**src/rtl/cp0_reg_pkg.sv**
```systemverilog
// Shared CP0 constants: register addresses, exception-type codes and field positions.
// Exception decoding lives here so the register file and any future consumer agree on codes.
package cp0_reg_pkg;

  localparam logic [4:0] CP0_REG_COUNT   = 5'd9;
  localparam logic [4:0] CP0_REG_COMPARE = 5'd11;
  localparam logic [4:0] CP0_REG_STATUS  = 5'd12;
  localparam logic [4:0] CP0_REG_CAUSE   = 5'd13;
  localparam logic [4:0] CP0_REG_EPC     = 5'd14;
  localparam logic [4:0] CP0_REG_PRID    = 5'd15;
  localparam logic [4:0] CP0_REG_CONFIG  = 5'd16;

  localparam logic [31:0] EXC_INT          = 32'h0000_0001;
  localparam logic [31:0] EXC_SYSCALL      = 32'h0000_0008;
  localparam logic [31:0] EXC_INST_INVALID = 32'h0000_000a;
  localparam logic [31:0] EXC_OV           = 32'h0000_000c;
  localparam logic [31:0] EXC_TRAP         = 32'h0000_000d;
  localparam logic [31:0] EXC_ERET         = 32'h0000_000e;

  localparam int STATUS_EXL     = 1;
  localparam int CAUSE_BD       = 31;
  localparam int CAUSE_IP_HI    = 15;
  localparam int CAUSE_IP_LO    = 10;
  localparam int CAUSE_EXC_HI   = 6;
  localparam int CAUSE_EXC_LO   = 2;

  // Software may only touch IV, WP and the two software-interrupt IP bits
  localparam logic [31:0] CAUSE_WR_MASK = 32'h00C0_0300;

  typedef struct packed {
    logic       valid;
    logic [4:0] code;
  } exc_decode_t;

  function automatic exc_decode_t decodeExc(input logic [31:0] excType);
    exc_decode_t d;
    d.valid = 1'b1;
    d.code  = 5'd0;
    case (excType)
      EXC_INT:          d.code = 5'd0;
      EXC_SYSCALL:      d.code = 5'd8;
      EXC_INST_INVALID: d.code = 5'd10;
      EXC_OV:           d.code = 5'd12;
      EXC_TRAP:         d.code = 5'd13;
      default:          d.valid = 1'b0;
    endcase
    return d;
  endfunction

endpackage

```
**src/rtl/cp0_reg_if.sv**
```systemverilog
// CP0 port bundle: WB write port, EX read port, MEM exception inputs and live register outputs.
interface cp0_reg_if;

  logic        we_i;
  logic [4:0]  waddr_i;
  logic [31:0] data_i;
  logic [4:0]  raddr_i;
  logic [31:0] data_o;
  logic [5:0]  int_i;
  logic [31:0] excepttype_i;
  logic [31:0] current_inst_addr_i;
  logic        is_in_delayslot_i;
  logic [31:0] count_o;
  logic [31:0] compare_o;
  logic [31:0] status_o;
  logic [31:0] cause_o;
  logic [31:0] epc_o;
  logic [31:0] config_o;
  logic [31:0] prid_o;
  logic        timer_int_o;

  modport master (
    output we_i, waddr_i, data_i, raddr_i, int_i,
           excepttype_i, current_inst_addr_i, is_in_delayslot_i,
    input  data_o, count_o, compare_o, status_o, cause_o,
           epc_o, config_o, prid_o, timer_int_o
  );

  modport slave (
    input  we_i, waddr_i, data_i, raddr_i, int_i,
           excepttype_i, current_inst_addr_i, is_in_delayslot_i,
    output data_o, count_o, compare_o, status_o, cause_o,
           epc_o, config_o, prid_o, timer_int_o
  );

endinterface

```
**src/rtl/cp0_reg_timer.sv**
```systemverilog
// cp0_timer: free-running Count, Compare and the level timer interrupt they raise.
module cp0_timer (
  input  logic        clk,
  input  logic        rst,
  input  logic        i_countWe,
  input  logic        i_compareWe,
  input  logic [31:0] i_data,
  output logic [31:0] o_count,
  output logic [31:0] o_compare,
  output logic        o_timerInt
);

  logic [31:0] r_count;
  logic [31:0] r_compare;
  logic        r_timerInt;

  // A Compare write acknowledges the interrupt and takes priority over a fresh match
  always_ff @(posedge clk or posedge rst) begin
    if (rst) begin
      r_count    <= 32'd0;
      r_compare  <= 32'd0;
      r_timerInt <= 1'b0;
    end else begin
      r_count <= i_countWe ? i_data : r_count + 32'd1;
      if (i_compareWe) begin
        r_compare  <= i_data;
        r_timerInt <= 1'b0;
      end else if (r_compare != 32'd0 && r_count == r_compare) begin
        r_timerInt <= 1'b1;
      end
    end
  end

  assign o_count    = r_count;
  assign o_compare  = r_compare;
  assign o_timerInt = r_timerInt;

endmodule

```
**src/rtl/cp0_reg.sv**
```systemverilog
// cp0_reg: CP0 register file (Status/Cause/EPC plus constant PRId/Config) with exception entry/return.
// Define CP0_TIMER_EN to build Count/Compare and the timer interrupt; otherwise they read as 0.
module cp0_reg
  import cp0_reg_pkg::*;
#(
  parameter logic [31:0] PRID_VALUE   = 32'h004c_0102,
  parameter logic [31:0] CONFIG_VALUE = 32'h0000_8000,
  parameter logic [31:0] STATUS_RESET = 32'h1000_0000
) (
  input logic       clk,
  input logic       rst,
  cp0_reg_if.slave  bus
);

  logic [31:0] r_status;
  logic [31:0] r_cause;
  logic [31:0] r_epc;
  logic [31:0] w_count;
  logic [31:0] w_compare;
  logic        w_timerInt;
  logic [31:0] w_statusNext;
  logic [31:0] w_causeNext;
  logic [31:0] w_epcNext;
  logic [31:0] w_readData;
  exc_decode_t w_exc;

`ifdef CP0_TIMER_EN
  cp0_timer u_timer (
    .clk         (clk),
    .rst         (rst),
    .i_countWe   (bus.we_i && bus.waddr_i == CP0_REG_COUNT),
    .i_compareWe (bus.we_i && bus.waddr_i == CP0_REG_COMPARE),
    .i_data      (bus.data_i),
    .o_count     (w_count),
    .o_compare   (w_compare),
    .o_timerInt  (w_timerInt)
  );
`else
  assign w_count    = 32'd0;
  assign w_compare  = 32'd0;
  assign w_timerInt = 1'b0;
`endif

  // Write port first, then the exception overlays it so exception fields win
  always_comb begin
    w_exc        = decodeExc(bus.excepttype_i);
    w_statusNext = r_status;
    w_causeNext  = r_cause;
    w_epcNext    = r_epc;
    w_causeNext[CAUSE_IP_HI:CAUSE_IP_LO] = bus.int_i;

    if (bus.we_i) begin
      case (bus.waddr_i)
        CP0_REG_STATUS: w_statusNext = bus.data_i;
        CP0_REG_CAUSE:  w_causeNext  = (w_causeNext & ~CAUSE_WR_MASK) | (bus.data_i & CAUSE_WR_MASK);
        CP0_REG_EPC:    w_epcNext    = bus.data_i;
        default: ;
      endcase
    end

    if (bus.excepttype_i == EXC_ERET) begin
      w_statusNext[STATUS_EXL] = 1'b0;
    end else if (w_exc.valid) begin
      // A nested exception keeps the outer EPC/BD so the original return point survives
      if (!w_statusNext[STATUS_EXL]) begin
        if (bus.is_in_delayslot_i) begin
          w_epcNext             = bus.current_inst_addr_i - 32'd4;
          w_causeNext[CAUSE_BD] = 1'b1;
        end else begin
          w_epcNext             = bus.current_inst_addr_i;
          w_causeNext[CAUSE_BD] = 1'b0;
        end
        w_statusNext[STATUS_EXL] = 1'b1;
      end
      w_causeNext[CAUSE_EXC_HI:CAUSE_EXC_LO] = w_exc.code;
    end
  end

  always_ff @(posedge clk or posedge rst) begin
    if (rst) begin
      r_status <= STATUS_RESET;
      r_cause  <= 32'd0;
      r_epc    <= 32'd0;
    end else begin
      r_status <= w_statusNext;
      r_cause  <= w_causeNext;
      r_epc    <= w_epcNext;
    end
  end

  always_comb begin
    w_readData = 32'd0;
    case (bus.raddr_i)
      CP0_REG_COUNT:   w_readData = w_count;
      CP0_REG_COMPARE: w_readData = w_compare;
      CP0_REG_STATUS:  w_readData = r_status;
      CP0_REG_CAUSE:   w_readData = r_cause;
      CP0_REG_EPC:     w_readData = r_epc;
      CP0_REG_PRID:    w_readData = PRID_VALUE;
      CP0_REG_CONFIG:  w_readData = CONFIG_VALUE;
      default: ;
    endcase
  end

  assign bus.data_o      = w_readData;
  assign bus.count_o     = w_count;
  assign bus.compare_o   = w_compare;
  assign bus.status_o    = r_status;
  assign bus.cause_o     = r_cause;
  assign bus.epc_o       = r_epc;
  assign bus.config_o    = CONFIG_VALUE;
  assign bus.prid_o      = PRID_VALUE;
  assign bus.timer_int_o = w_timerInt;

endmodule
```
**src/flat_wrapper.sv**
```systemverilog
// flat-port wrapper written by rule: the top's interface ports become plain ports
module cp0_reg_flat import cp0_reg_pkg::*;
#(
  parameter logic [31:0] PRID_VALUE   = 32'h004c_0102,
  parameter logic [31:0] CONFIG_VALUE = 32'h0000_8000,
  parameter logic [31:0] STATUS_RESET = 32'h1000_0000
)
  (clk, rst, bus_we_i, bus_waddr_i, bus_data_i, bus_raddr_i, bus_int_i, bus_excepttype_i, bus_current_inst_addr_i, bus_is_in_delayslot_i, bus_data_o, bus_count_o, bus_compare_o, bus_status_o, bus_cause_o, bus_epc_o, bus_config_o, bus_prid_o, bus_timer_int_o);
  cp0_reg_if bus_i ();
  input logic clk;
  input logic rst;
  input wire logic [$bits(bus_i.we_i)-1:0] bus_we_i;
  input wire logic [$bits(bus_i.waddr_i)-1:0] bus_waddr_i;
  input wire logic [$bits(bus_i.data_i)-1:0] bus_data_i;
  input wire logic [$bits(bus_i.raddr_i)-1:0] bus_raddr_i;
  input wire logic [$bits(bus_i.int_i)-1:0] bus_int_i;
  input wire logic [$bits(bus_i.excepttype_i)-1:0] bus_excepttype_i;
  input wire logic [$bits(bus_i.current_inst_addr_i)-1:0] bus_current_inst_addr_i;
  input wire logic [$bits(bus_i.is_in_delayslot_i)-1:0] bus_is_in_delayslot_i;
  output wire logic [$bits(bus_i.data_o)-1:0] bus_data_o;
  output wire logic [$bits(bus_i.count_o)-1:0] bus_count_o;
  output wire logic [$bits(bus_i.compare_o)-1:0] bus_compare_o;
  output wire logic [$bits(bus_i.status_o)-1:0] bus_status_o;
  output wire logic [$bits(bus_i.cause_o)-1:0] bus_cause_o;
  output wire logic [$bits(bus_i.epc_o)-1:0] bus_epc_o;
  output wire logic [$bits(bus_i.config_o)-1:0] bus_config_o;
  output wire logic [$bits(bus_i.prid_o)-1:0] bus_prid_o;
  output wire logic [$bits(bus_i.timer_int_o)-1:0] bus_timer_int_o;
  assign bus_i.we_i = bus_we_i;
  assign bus_i.waddr_i = bus_waddr_i;
  assign bus_i.data_i = bus_data_i;
  assign bus_i.raddr_i = bus_raddr_i;
  assign bus_i.int_i = bus_int_i;
  assign bus_i.excepttype_i = bus_excepttype_i;
  assign bus_i.current_inst_addr_i = bus_current_inst_addr_i;
  assign bus_i.is_in_delayslot_i = bus_is_in_delayslot_i;
  assign bus_data_o = bus_i.data_o;
  assign bus_count_o = bus_i.count_o;
  assign bus_compare_o = bus_i.compare_o;
  assign bus_status_o = bus_i.status_o;
  assign bus_cause_o = bus_i.cause_o;
  assign bus_epc_o = bus_i.epc_o;
  assign bus_config_o = bus_i.config_o;
  assign bus_prid_o = bus_i.prid_o;
  assign bus_timer_int_o = bus_i.timer_int_o;
  cp0_reg #(.PRID_VALUE(PRID_VALUE), .CONFIG_VALUE(CONFIG_VALUE), .STATUS_RESET(STATUS_RESET)) u_core (.clk(clk), .rst(rst), .bus(bus_i));
endmodule
```
**config.mk**
```make
export PLATFORM = sky130hd
export DESIGN_NAME = cp0_reg_flat
export DESIGN_NICKNAME = d
export VERILOG_FILES = /design/src/rtl/cp0_reg_pkg.sv /design/src/rtl/cp0_reg_if.sv /design/src/rtl/cp0_reg_timer.sv /design/src/rtl/cp0_reg.sv /design/src/flat_wrapper.sv
export SDC_FILE = /design/constraint.sdc
export NUM_CORES = 1
export LEC_CHECK = 0
export BUFFER_PORTS_ARGS = -buffer_cell sky130_fd_sc_hd__buf_2
export CAP_MARGIN = 20
export CORE_AREA = 4 4 143 145
export CTS_BUF_LIST = sky130_fd_sc_hd__clkbuf_16
export CTS_CLUSTER_SIZE = 8
export DETAILED_ROUTE_END_ITERATION = 12
export DIE_AREA = 0 0 147 149
export PLACE_DENSITY = 0.66
export SLEW_MARGIN = 20
export SYNTH_ARGS = -nofsm -noshare
export SYNTH_HDL_FRONTEND = slang
export SYNTH_SLANG_ARGS = --single-unit
```
**constraint.sdc**
```tcl
create_clock -name clk -period 2.7 [get_ports clk]
set_input_delay 0.27 -clock clk [delete_from_list [all_inputs] [get_ports clk]]
set_output_delay 0.27 -clock clk [all_outputs]
set_load 0.005 [all_outputs]
```
=== Word level (Yosys, flattened, before mapping) ===
Cells that the tools add are included.
Widths: inputs -> output; s select.

* Register bits after elaboration: 96
* Output and inout port bits: 257
* Word-level logic and storage cells: 45

* Add/sub/neg operators: 1
* Eq/ne operators: 14
* Muxes and demuxes: 21
* Bitwise logic cells: 1
* Reduce and logical (&&, ||, !) cells: 3

{| class="wikitable"
|+ Operators with widths
! operator !! count
|-
| $mux 32 || 8
|-
| $eq 32x4->1 const B || 5
|-
| $pmux 32 s5 || 1
|-
| $eq 5x4->1 const B || 7
|-
| $eq 32x1->1 const B || 1
|-
| $or 32x24->32 || 1
|-
| $sub 32x3->32 const B || 1
|-
| $pmux 4 s4 || 1
|-
| $mux 5 || 2
|-
| $mux 1 || 7
|-
| $eq 5x5->1 const B || 1
|-
| $reduce_or 5->1 || 1
|-
| $mux 2 || 2
|-
| $reduce_and 2->1 || 2
|}

=== Depth between registers and ports, before layout ===
Gate-level depths: netlist of run 1.

* Depth in word-level cells: 6
* Depth in mapped cells: 8

=== Worst setup path before layout of run 1 ===
OpenSTA, ideal clock, no wires.

* Kind: input to register
* From: in bus_waddr_i[4]
* To: reg u_core.r_epc[10] (netlist: u_core.bus.epc_o[10])
* Setup time: 0.125 ns
* Arrival time: 2.043 ns
* Data required time: 2.575 ns
* Setup slack: 0.532 ns
* Stages: 7
* Path through: nand4b_1 > nor3_1 > mux2i_1 > or3b_1 > buf_6 > buf_8 > mux2_4

* Cells in the longest elaborated chain, start to end: 6
* Elaborated cells between the ends (all ways): 9

{| class="wikitable"
|+ Ends and longest elaborated chain
! what !! line !! source
|-
| start: declaration || flat_wrapper.sv:13 || <nowiki>input wire logic [$bits(bus_i.waddr_i)-1:0] bus_waddr_i;</nowiki>
|-
| $eq 5x4->1 || cp0_reg.sv:53 || <nowiki>case (bus.waddr_i)</nowiki>
|-
| $mux 32 or $mux 2 (tied branches) || cp0_reg.sv:53 ||
|-
| $mux 32 or $mux 2 (tied branches) || cp0_reg.sv:52 || <nowiki>if (bus.we_i) begin</nowiki>
|-
| $mux 32 || cp0_reg.sv:65 || <nowiki>if (!w_statusNext[STATUS_EXL]) begin</nowiki>
|-
| $mux 32 || cp0_reg.sv:63 || <nowiki>end else if (w_exc.valid) begin</nowiki>
|-
| $mux 32 * || cp0_reg.sv:61 || <nowiki>if (bus.excepttype_i == EXC_ERET) begin</nowiki>
|-
| named net u_core.w_epcNext[10] || cp0_reg.sv:23 || <nowiki>logic [31:0] w_epcNext;</nowiki>
|-
| end signal: assignment || cp0_reg.sv:87 || <nowiki>r_epc <= w_epcNext;</nowiki>
|-
| end: declaration || cp0_reg.sv:17 || <nowiki>logic [31:0] r_epc;</nowiki>
|}

The timed path passes the listed nets; every way through them passes the cells marked *.
A chain may end at the register's enable or synchronous reset.

=== Final worst setup path of run 1 ===
Same ends and word-level chain as after synthesis.

==> out/metrics.yaml, run 1 <==
antenna-diode-count: 0
timing.final.max_slew_violations: 0
floorplan.die.height_um: 149
number_of_buffers_inserted_to_repair_setup_after_cts: 0
number_of_global_route_vias_before_repair: 4387
post-route-worst-setup-slack_ps: 678.2
post_cts_hold_buffer_count: 0
timing.max_cap.violations: 0
ffs_w_async_s_r_synth_pct: 100.0
setup.worst_path.start_class: "input port"
synth-adder-area-share_pct: 0.2188
cell_int_power_uw: 2725
leakagePower_uw: 0.003763
power_frac_clock_pct: 36.1
simple_gate_fraction_of_synth_area_pct: 11.49
synth_mux_area_share_pct: 23.61
final-setup-viol-count: 0
combinationalPowerShare_pct: 23.1
cts_tree: "yes"
final_routed_wire_length_divided_by_cell_count_um: 16.80
power.ir.vdd_worst_mv: 0.2761
maxClockFrequency_mhz: 494.6
starting_density_of_the_core_pct: 29.77
grt_start_max_net_pins: 37
area_delta_synth_final_pct: 23.04
cts.path.max_buffers: 2
worst_setup_hold_path_clk_slew_ps: 60
post-route-drc-count: 0
post_synth.cell_area_avg_sq_um: 9.791
fin_tns_setup_ps: 0
via_per_inst: 4.272
synth_cells: 584
cts_made_buffers: 9
multi_input_area_sq_mm: 0.003042
design_power_total_uw: 3811
reg2reg_depth: 4
via_count: 4639
core.rowCount: 51
ff_latch_area_sq_mm: 0.001978
fin_skew_ps: 8.153
synth-main-ff-cell: "sky130_fd_sc_hd__dfrtp_1"
post_synth_xor_area_fraction_pct: 4.136
clock_sinks: 79
worst_skew_pair.late_latency_ps: 340
cts_repair_resize_count: 0
global_route_wire_length_before_repair_um: 25970
yosysWarnings: 0
syn-cell-area_sq_mm: 0.005718
drt-initial-drc-count: 228
layout.cells.most_common_list: "sky130_fd_sc_hd__buf_2, sky130_fd_sc_hd__conb_1, sky130_fd_sc_hd__mux2i_1"
design_area_sq_mm: 0.007036
chipWidth_um: 147
number_of_distinct_standard_cells_referenced_by_the_synthesized_netlist: 49
antenna_left: 0
synth_edf_count: 0
gr-total-overflow: 0
power_density_of_the_placed_cells_mw_per_mm2: 541.7
final.fill_count: 1986
number_of_top_level_design_ports: 373
remaining_max_slew_budget_at_the_tightest_pin_pct: 51.60
synth_top_family_by_area: "multiplexers"
cts-htree-levels: 3
place.detailed.hpwl_um: 14330
grt_setup_unrepaired: "no"
finalNetCount: 933
antenna_found_initial: 0
drtPass1Iterations: 4
endpoint_required_time_on_the_critical_path_ps: 2920
worst-path-max-fanout: 33
synth_seq_area_share_pct: 34.60
synth_compound_area_share_pct: 3.917
switchingPower_uw: 1086
port_buffers: 226
path_class: "input port to register"
gr-usage-all-layers_pct: 15.60
worst-endpoint-arrival_ps: 2240
end_kind: "register"
core_sq_mm: 0.01921
holdCritPathClass: "input port to asynchronous set/reset pin"
clk_root_buf: "sky130_fd_sc_hd__clkbuf_16"
holdWs_ps: 25.22
run_status: "finished, final reports clean"
ys_seq_elements: 79
gp_congestion: 0.7795
mostFrequentLayoutCell: "sky130_fd_sc_hd__buf_2"
number_of_hold_slack_violations_in_the_final_timing_report: 0
pre_cts_ws_ps: 358.0
design.die.area_sq_mm: 0.02190
drive_above_1_share_pct: 37.88
route.final.wire_length_um: 18240
timing.final.crit_share_pct: 74.88
worst-slew-pin-transition_ps: 725.2
post_dp_cell_area_sq_mm: 0.006705
power.switching_fraction_pct: 28.50
share_of_power_burned_in_registers_pct: 40.8
timing.final.crit_period_ps: 2022
==> critical path: stages <==
cell and delay, ps:
sky130_fd_sc_hd__buf_2 100, sky130_fd_sc_hd__nand4b_1 280, sky130_fd_sc_hd__nor3_2 230, sky130_fd_sc_hd__mux2i_1 310
sky130_fd_sc_hd__or3b_2 510, sky130_fd_sc_hd__buf_12 210, sky130_fd_sc_hd__mux2_4 310
==> per-stage QoR <==
stage | util, % | instances
finish | 36.63 | 1086
global route | 36.63 | 1086
CTS | 36.63 | 1086
detailed placement | 34.91 | 1070
global placement | 34.91 | 1070
floorplan | - | 728
==> path summary, 6_finish.rpt <==
path / slack, ps / end / startpoint
hold / removal: 30 / u_core.bus.epc_o[20]$_DFF_PP0_ / rst
min in group clk: 40 / u_core.bus.cause_o[15]$_DFF_PP0_ / bus_int_i[5]
max in group asynchronous: 1910 / u_core.bus.status_o[28]$_DFFE_PP1P_ / rst
setup reg to reg: 910 / u_core.bus.epc_o[10]$_DFF_PP0_ / u_core.bus.status_o[1]$_DFF_PP0_
hold reg to reg: 520 / u_core.bus.status_o[13]$_DFFE_PP0P_ / u_core.bus.status_o[13]$_DFFE_PP0P_
setup / recovery: 680 / u_core.bus.epc_o[10]$_DFF_PP0_ / bus_waddr_i[4]
==> layer usage <==
metal | part of all wire [%] | track usage [%] | wire (um) | up-vias
li1 | - | - | - | 2185
met4 | 0.92 | 3.961 | 167 | 0
met5 | 0 | 0 | 0 | -
met3 | 6.1 | 3.282 | 1104 | 14
met2 | 51 | 27.26 | 9281 | 194
met1 | 42 | 19.75 | 7686 | 2246
==> kinds of logic after synthesis <==
logic type      Yosys count
simple gates            131
fa+ha+maj                 1
buf+inv                 178
other cells               2
compound gates           37
mux                     129
flops                    79
xor+xnor                 27
==> power groups by stage <==
stage          logic, uW  registers (uW)  clock network, uW
4_1_cts              891            1560               1430
3_3_place_gp         870            1570                  0
6_report             879            1560               1380
3_5_place_dp         889            1580                  0
2_1_floorplan        572            1560                  0
5_1_grt              977            1590               1460
==> Yosys cell counts (9+ instances only) <==
| master | n | share of area (%) |
|---|---|---|
| sky130_fd_sc_hd__a21oi_1 | 16 | 1.4 |
| sky130_fd_sc_hd__buf_4 | 148 | 19 |
| sky130_fd_sc_hd__clkbuf_1 | 14 | 0.92 |
| sky130_fd_sc_hd__dfrtp_1 | 78 | 34 |
| sky130_fd_sc_hd__inv_1 | 9 | 0.59 |
| sky130_fd_sc_hd__mux2_2 | 43 | 8.5 |
| sky130_fd_sc_hd__mux2i_1 | 85 | 15 |
| sky130_fd_sc_hd__nand2_1 | 19 | 1.2 |
| sky130_fd_sc_hd__nor2_1 | 56 | 3.7 |
| sky130_fd_sc_hd__nor3_1 | 13 | 1.1 |
| sky130_fd_sc_hd__nor4_1 | 17 | 1.9 |
| sky130_fd_sc_hd__xnor2_1 | 23 | 3.5 |
==> sequential cells by signal, summed over array words and instances, names as in the netlist <==
signal and count:
u_core.bus.cause_o 15, u_core.bus.status_o 32, u_core.bus.epc_o 32
==> layout make-up <==
cell class / count / area share, %
inverter: 9 / 0.4980
clock inverter: 7 / 1.494
timing repair buffer: 246 / 18.74
sequential: 79 / 28.12
clock buffer: 9 / 3.201
multi-input combinational: 471 / 43.23
tap: 265 / 4.713
(Power assumes the default switching activity.)
==> run 2: changes to the inputs <==
==> constraint.sdc (replaced) <==
create_clock -name clk -period 2 [get_ports clk]
set_input_delay 0.2 -clock clk [delete_from_list [all_inputs] [get_ports clk]]
set_output_delay 0.2 -clock clk [all_outputs]
set_load 0.005 [all_outputs]
==> out/metrics.yaml, run 2 (same netlist as run 1, synthesis figures left out) <==
run_status: "finished, final reports clean"
cts_tree: "yes"
worst-path-max-fanout: 11  # -67%
number_of_hold_slack_violations_in_the_final_timing_report: 0  # unchanged
post_dp_cell_area_sq_mm: 0.006847  # +2.1%
starting_density_of_the_core_pct: 29.77  # unchanged
remaining_max_slew_budget_at_the_tightest_pin_pct: 38.65  # -13 points
number_of_global_route_vias_before_repair: 4468  # +1.8%
finalNetCount: 951  # +1.9%
design_area_sq_mm: 0.007186  # +2.1%
place.detailed.hpwl_um: 13800  # -3.7%
grt_setup_unrepaired: "no"
clk_root_buf: "sky130_fd_sc_hd__clkbuf_16"
worst-endpoint-arrival_ps: 2010  # -230 ps
end_kind: "register"
number_of_top_level_design_ports: 373  # unchanged
gr-usage-all-layers_pct: 15.34  # -0.26 points
design_power_total_uw: 4860  # +28%
grt_start_max_net_pins: 80  # +120%
design.die.area_sq_mm: 0.02190  # unchanged
post-route-worst-setup-slack_ps: 210.1  # -468.1 ps
worst-slew-pin-transition_ps: 916.2  # +191.0 ps
worstReg2RegStart: "u_core.bus.status_o[1]$_DFF_PP0_"
final_routed_wire_length_divided_by_cell_count_um: 16.23  # -3.3%
list_of_cells_traversed_by_the_critical_path: "mux2i_1 > or3b_2 > buf_12 > mux2_4"
route.final.wire_length_um: 17890  # -1.9%
core_sq_mm: 0.01921  # unchanged
port_buffers: 226  # unchanged
post_cts_hold_buffer_count: 7  # +7
worst_skew_pair.late_latency_ps: 340  # about the same
reg2reg_depth: 4  # unchanged
clock_sinks: 79  # unchanged
area_delta_synth_final_pct: 25.67
via_per_inst: 4.202  # -1.6%
post-route-drc-count: 0  # unchanged
pre_cts_ws_ps: -135.5  # -493.6 ps
gr-total-overflow: 0  # unchanged
antenna_found_initial: 1  # +1
maxClockFrequency_mhz: 558.7
drt-initial-drc-count: 171  # -25%
setup.worst_path.start_class: "register"
timing.final.crit_period_ps: 1790
cts_repair_resize_count: 0  # unchanged
rrSetupSlack_ps: 210  # -700 ps
min_delay_worst_endpoint: "u_core.bus.epc_o[1]$_DFF_PP0_"
holdWs_ps: 100.2  # +74.97 ps
gp_congestion: 0.7841  # +0.59%
final.fill_count: 1967  # -0.96%
worst_path_largest_cell_delay_ps: 510  # about the same
power.ir.vdd_worst_mv: 0.3627  # +31%
timing.max_cap.violations: 0  # unchanged
cts_made_buffers: 9  # unchanged
power_density_of_the_placed_cells_mw_per_mm2: 676.3  # +25%
leakagePower_uw: 0.003826  # +1.7%
path_class: "register to register"
mostFrequentLayoutCell: "sky130_fd_sc_hd__buf_2"
crit_slowest_cell: "sky130_fd_sc_hd__or3b_2"
timing.final.max_slew_violations: 0  # unchanged
cts-htree-levels: 3  # unchanged
cts.path.max_buffers: 2  # unchanged
holdCritPathClass: "input port to register"
timing.final.crit_share_pct: 89.49
drtPass1Iterations: 4  # unchanged
worst_setup_hold_path_clk_slew_ps: 60  # about the same
drive_above_1_share_pct: 38.28  # +0.40 points
hp-start: "bus_current_inst_addr_i[1]"
floorplan.die.height_um: 149  # unchanged
core.rowCount: 51  # unchanged
antenna_left: 0  # unchanged
layout.cells.most_common_list: "sky130_fd_sc_hd__buf_2, sky130_fd_sc_hd__conb_1, sky130_fd_sc_hd__mux2i_1"
endpoint_required_time_on_the_critical_path_ps: 2220  # -700 ps
final_core_util_pct: 37.41  # +0.78 points
number_of_buffers_inserted_to_repair_setup_after_cts: 0  # unchanged
final-setup-viol-count: 0  # unchanged
r2r-end: "u_core.bus.epc_o[10]$_DFF_PP0_"
fin_skew_ps: 9.315  # +1.162 ps
global_route_wire_length_before_repair_um: 25790  # -0.72%
worst_hold_path.num_cells: 2
via_count: 4631  # -0.17%
chipWidth_um: 147  # unchanged
## run 2: cell types whose count changed in the layout (fill, tap and decap cells not counted), sizes merged
cell / before / now
clkinvlp: 0 / 1
clkinv: 3 / 2
diode: 0 / 1
dlygate4sd3: 0 / 7
bufinv: 3 / 1
buf: 246 / 257
inv: 10 / 9
## run 2: how the worst max path moves through the flow
stage	cells after the start	slack, ps	end	start
after floorplan	8	10	u_core.bus.epc_o[10]$_DFF_PP0_	bus_excepttype_i[19]
final	4	210	u_core.bus.epc_o[10]$_DFF_PP0_	u_core.bus.status_o[1]$_DFF_PP0_
after detailed placement	8	-140	u_core.bus.epc_o[3]$_DFF_PP0_	bus_excepttype_i[23]
after CTS	5	190	u_core.bus.epc_o[3]$_DFF_PP0_	u_core.bus.status_o[1]$_DFF_PP0_
after global routing	5	140	u_core.bus.epc_o[4]$_DFF_PP0_	u_core.bus.status_o[1]$_DFF_PP0_
after global placement	7	-120	u_core.bus.epc_o[10]$_DFF_PP0_	bus_excepttype_i[23]
## run 2: area by class of cell
cell class              count  area, sq um  area share, %
clock buffers               9        225.2          3.134
multi-input cells         471         3048          42.42
diodes                      1        2.502        0.03483
clock inverters             4        41.29         0.5746
flip-flops and latches     79         1978          27.53
inverters                   9        37.54         0.5224
repair buffers            264         1521          21.17
well taps                 265        331.6          4.614
## run 2: per-stage QoR
stage,TNS (ps),cells
2_1_floorplan,0,728
3_3_place_gp,-2962,1081
3_5_place_dp,-3521,1081
4_1_cts,0,1101
5_1_grt,0,1102
6_report,0,1102
## run 2: layer usage
| layer | wire, um | GRT usage (%) | vias up |
|---|---|---|---|
| li1 | - | - | 2211 |
| met1 | 7543 | 19.70 | 2217 |
| met2 | 9015 | 26.62 | 196 |
| met3 | 1198 | 3.221 | 7 |
| met4 | 131 | 3.588 | 0 |
| met5 | 0 | 0 | - |
## run 2: report_power, final
group          total (uW)  leakage (uW)  switching (uW)  internal, uW
clock                1550      0.000134             614           933
sequential           2110       0.00101             228          1880
combinational        1210       0.00269             589           616
total                4860       0.00383            1430          3430
## run 2: worst max-delay path, delay by kind of cell (launching register included)
kind | cells | cell delay (ps)
multiplexers | 2 | 540
buffers and inverters | 1 | 180
flip-flops | 1 | 450
AND/OR/NAND/NOR | 1 | 510
==> run 3: changes to the inputs <==
--- a/config.mk
+++ b/config.mk
@@ -7,12 +7,12 @@
 export LEC_CHECK = 0
 export BUFFER_PORTS_ARGS = -buffer_cell sky130_fd_sc_hd__buf_2
 export CAP_MARGIN = 20
-export CORE_AREA = 4 4 143 145
-export CTS_BUF_LIST = sky130_fd_sc_hd__clkbuf_16
+export CORE_AREA = 4 4 142 144
+export CTS_BUF_LIST = sky130_fd_sc_hd__clkbuf_4
 export CTS_CLUSTER_SIZE = 8
 export DETAILED_ROUTE_END_ITERATION = 12
-export DIE_AREA = 0 0 147 149
-export PLACE_DENSITY = 0.66
+export DIE_AREA = 0 0 146 148
+export PLACE_DENSITY = 0.67
 export SLEW_MARGIN = 20
 export SYNTH_ARGS = -nofsm -noshare
 export SYNTH_HDL_FRONTEND = slang
==> out/metrics.yaml, run 3 (same netlist as run 1, synthesis figures left out) <==
via_per_inst: 4.301  # +2.3%
starting_density_of_the_core_pct: 30.57  # +0.80 points
design.die.area_sq_mm: 0.02161  # -1.3%
worst_hold_path.num_cells: 3  # +1
worst-endpoint-arrival_ps: 2300  # +290 ps
power.ir.vdd_worst_mv: 0.2427  # -33%
rrSetupSlack_ps: 250  # +40 ps
via_count: 4800  # +3.6%
gp_congestion: 0.8197  # +4.5%
power_density_of_the_placed_cells_mw_per_mm2: 573.8  # -15%
share_of_power_burned_in_registers_pct: 49.2  # +5.8 points
global_route_wire_length_before_repair_um: 27260  # +5.7%
finalNetCount: 992  # +4.3%
endpoint_required_time_on_the_critical_path_ps: 2380  # +160 ps
post_dp_cell_area_sq_mm: 0.006820  # -0.38%
worstReg2RegStart: "u_core.bus.status_o[1]$_DFF_PP0_"
gr-usage-all-layers_pct: 16.27  # +0.93 points
drt-initial-drc-count: 117  # -32%
core_sq_mm: 0.01871  # -2.6%
final-setup-viol-count: 0  # unchanged
switchingPower_uw: 1433  # about the same
chipWidth_um: 146  # -0.68%
timing.final.crit_share_pct: 95.89  # +6.4 points
timing.max_cap.violations: 0  # unchanged
route.final.wire_length_um: 18840  # +5.3%
r2r-end: "u_core.bus.epc_o[24]$_DFF_PP0_"
floorplan.die.height_um: 148  # -0.67%
end_kind: "register"
layout.cells.most_common_list: "sky130_fd_sc_hd__buf_2, sky130_fd_sc_hd__conb_1, sky130_fd_sc_hd__mux2i_1"
run_status: "finished, final reports clean"
setup.worst_path.start_class: "input port"
min_delay_worst_endpoint: "u_core.bus.epc_o[2]$_DFF_PP0_"
drive_above_1_share_pct: 37.05  # -1.2 points
remaining_max_slew_budget_at_the_tightest_pin_pct: 63.67  # +25 points
cts.path.max_buffers: 2  # unchanged
leakagePower_uw: 0.003930  # +2.7%
drtPass1Iterations: 6  # +2
power.switching_fraction_pct: 33.75  # +4.3 points
path_class: "input port to register"
gr-total-overflow: 0  # unchanged
final_routed_wire_length_divided_by_cell_count_um: 16.89  # +4.0%
area_delta_synth_final_pct: 29.39
fin_skew_ps: 13.77  # +4.453 ps
worst-slew-pin-transition_ps: 545.0  # -371.2 ps
cts_made_buffers: 9  # unchanged
number_of_buffers_inserted_to_repair_setup_after_cts: 0  # unchanged
number_of_hold_slack_violations_in_the_final_timing_report: 0  # unchanged
maxClockFrequency_mhz: 521.4  # -6.7%
number_of_top_level_design_ports: 373  # unchanged
grt_start_max_net_pins: 80  # unchanged
grt_setup_unrepaired: "no"
port_buffers: 226  # unchanged
timing.final.crit_period_ps: 1918  # +127.9 ps
cts_tree: "yes"
hp-start: "bus_current_inst_addr_i[2]"
worst-path-max-fanout: 13  # +2
number_of_global_route_vias_before_repair: 4704  # +5.3%
fin_tns_setup_ps: 0  # unchanged
clock_sinks: 79  # unchanged
clk_root_buf: "sky130_fd_sc_hd__clkbuf_4"
combinationalPowerShare_pct: 30.3  # +5.5 points
place.detailed.hpwl_um: 14240  # +3.2%
timing.final.max_slew_violations: 0  # unchanged
power_frac_clock_pct: 20.5  # -11 points
cts-htree-levels: 3  # unchanged
mostFrequentLayoutCell: "sky130_fd_sc_hd__buf_2"
reg2reg_depth: 5  # +1
antenna_left: 0  # unchanged
holdCritPathClass: "input port to register"
final_core_util_pct: 39.55  # +2.1 points
antenna_found_initial: 2  # +1
core.rowCount: 50  # -2.0%
worst_skew_pair.late_latency_ps: 450  # +110 ps
post-route-drc-count: 0  # unchanged
worst_setup_hold_path_clk_slew_ps: 150  # +90 ps
cell_int_power_uw: 2813  # -18%
design_area_sq_mm: 0.007398  # +3.0%
## run 3: cell types whose count changed in the layout (fill, tap and decap cells not counted), sizes merged
cell / previous run / this run
buf: 257 / 259
bufinv: 1 / 0
clkbuf: 9 / 11
clkinv: 2 / 4
clkinvlp: 1 / 2
diode: 1 / 2
dlygate4sd3: 7 / 46
inv: 9 / 8
## run 3: timing repair
| action | CTS | global route |
|---|---|---|
| hold buffers | 46 | 0 |
| hold endpoints to repair | 132 | 0 |
| setup endpoints to repair | 0 | 2 |
| resized for setup | 0 | 1 |
## run 3: worst max-delay path by stage
| stage | start | end | slack [ps] |
|---|---|---|---|
| 6_report | bus_excepttype_i[2] | u_core.bus.epc_o[24]$_DFF_PP0_ | 80 |
| 2_1_floorplan | bus_excepttype_i[19] | u_core.bus.epc_o[10]$_DFF_PP0_ | 10 |
| 3_3_place_gp | bus_excepttype_i[22] | u_core.bus.epc_o[10]$_DFF_PP0_ | -140 |
| 3_5_place_dp | bus_excepttype_i[17] | u_core.bus.epc_o[13]$_DFF_PP0_ | -170 |
| 5_1_grt | bus_excepttype_i[2] | u_core.bus.epc_o[15]$_DFF_PP0_ | 7 |
| 4_1_cts | bus_excepttype_i[2] | u_core.bus.epc_o[13]$_DFF_PP0_ | 110 |
## run 3: critical path, cell delays in order
cell and delay (ps):
sky130_fd_sc_hd__dlygate4sd3_1 540, sky130_fd_sc_hd__buf_2 160, sky130_fd_sc_hd__nand2b_1 170, sky130_fd_sc_hd__nor3_2 150, sky130_fd_sc_hd__a31oi_1 70, sky130_fd_sc_hd__or3b_2 480, sky130_fd_sc_hd__buf_12 180, sky130_fd_sc_hd__buf_12 150
sky130_fd_sc_hd__mux2i_1 180
## run 3: final cells by class
class                   count  area, sq um
clock inverters             5        25.02
fillers                  1901        11310
repair buffers            305         1927
flip-flops and latches     79         1978
diodes                      2        5.005
inverters                   9        37.54
clock buffers              11        82.58
multi-input cells         471         3050
well taps                 234        292.8
## run 3: per-layer routing
metal | wire length, um | part of all wire, % | global-route usage, %
met2 | 9587 | 51 | 28.54
met3 | 1130 | 6.0 | 2.912
met5 | 0 | 0 | 0
met1 | 7682 | 41 | 19.86
met4 | 443 | 2.4 | 6.491
## run 3: through the flow
step           setup WS, ps  instances  power (uW)  hold slack, ps
2_1_floorplan         11.87        728        2884           231.4
3_3_place_gp         -142.1       1052        3315           309.6
3_5_place_dp         -166.8       1052        3339           309.6
4_1_cts               107.3       1114        4310           1.026
5_1_grt               6.761       1116        4529           29.61
6_report              82.23       1116        4245           61.08
## run 3: power groups by stage
stage	logic, uW	clock network, uW	registers, uW
6_report	1280	871	2090
4_1_cts	1290	928	2090
5_1_grt	1420	977	2130
3_5_place_dp	1220	0	2120
3_3_place_gp	1190	0	2120
2_1_floorplan	773	0	2110
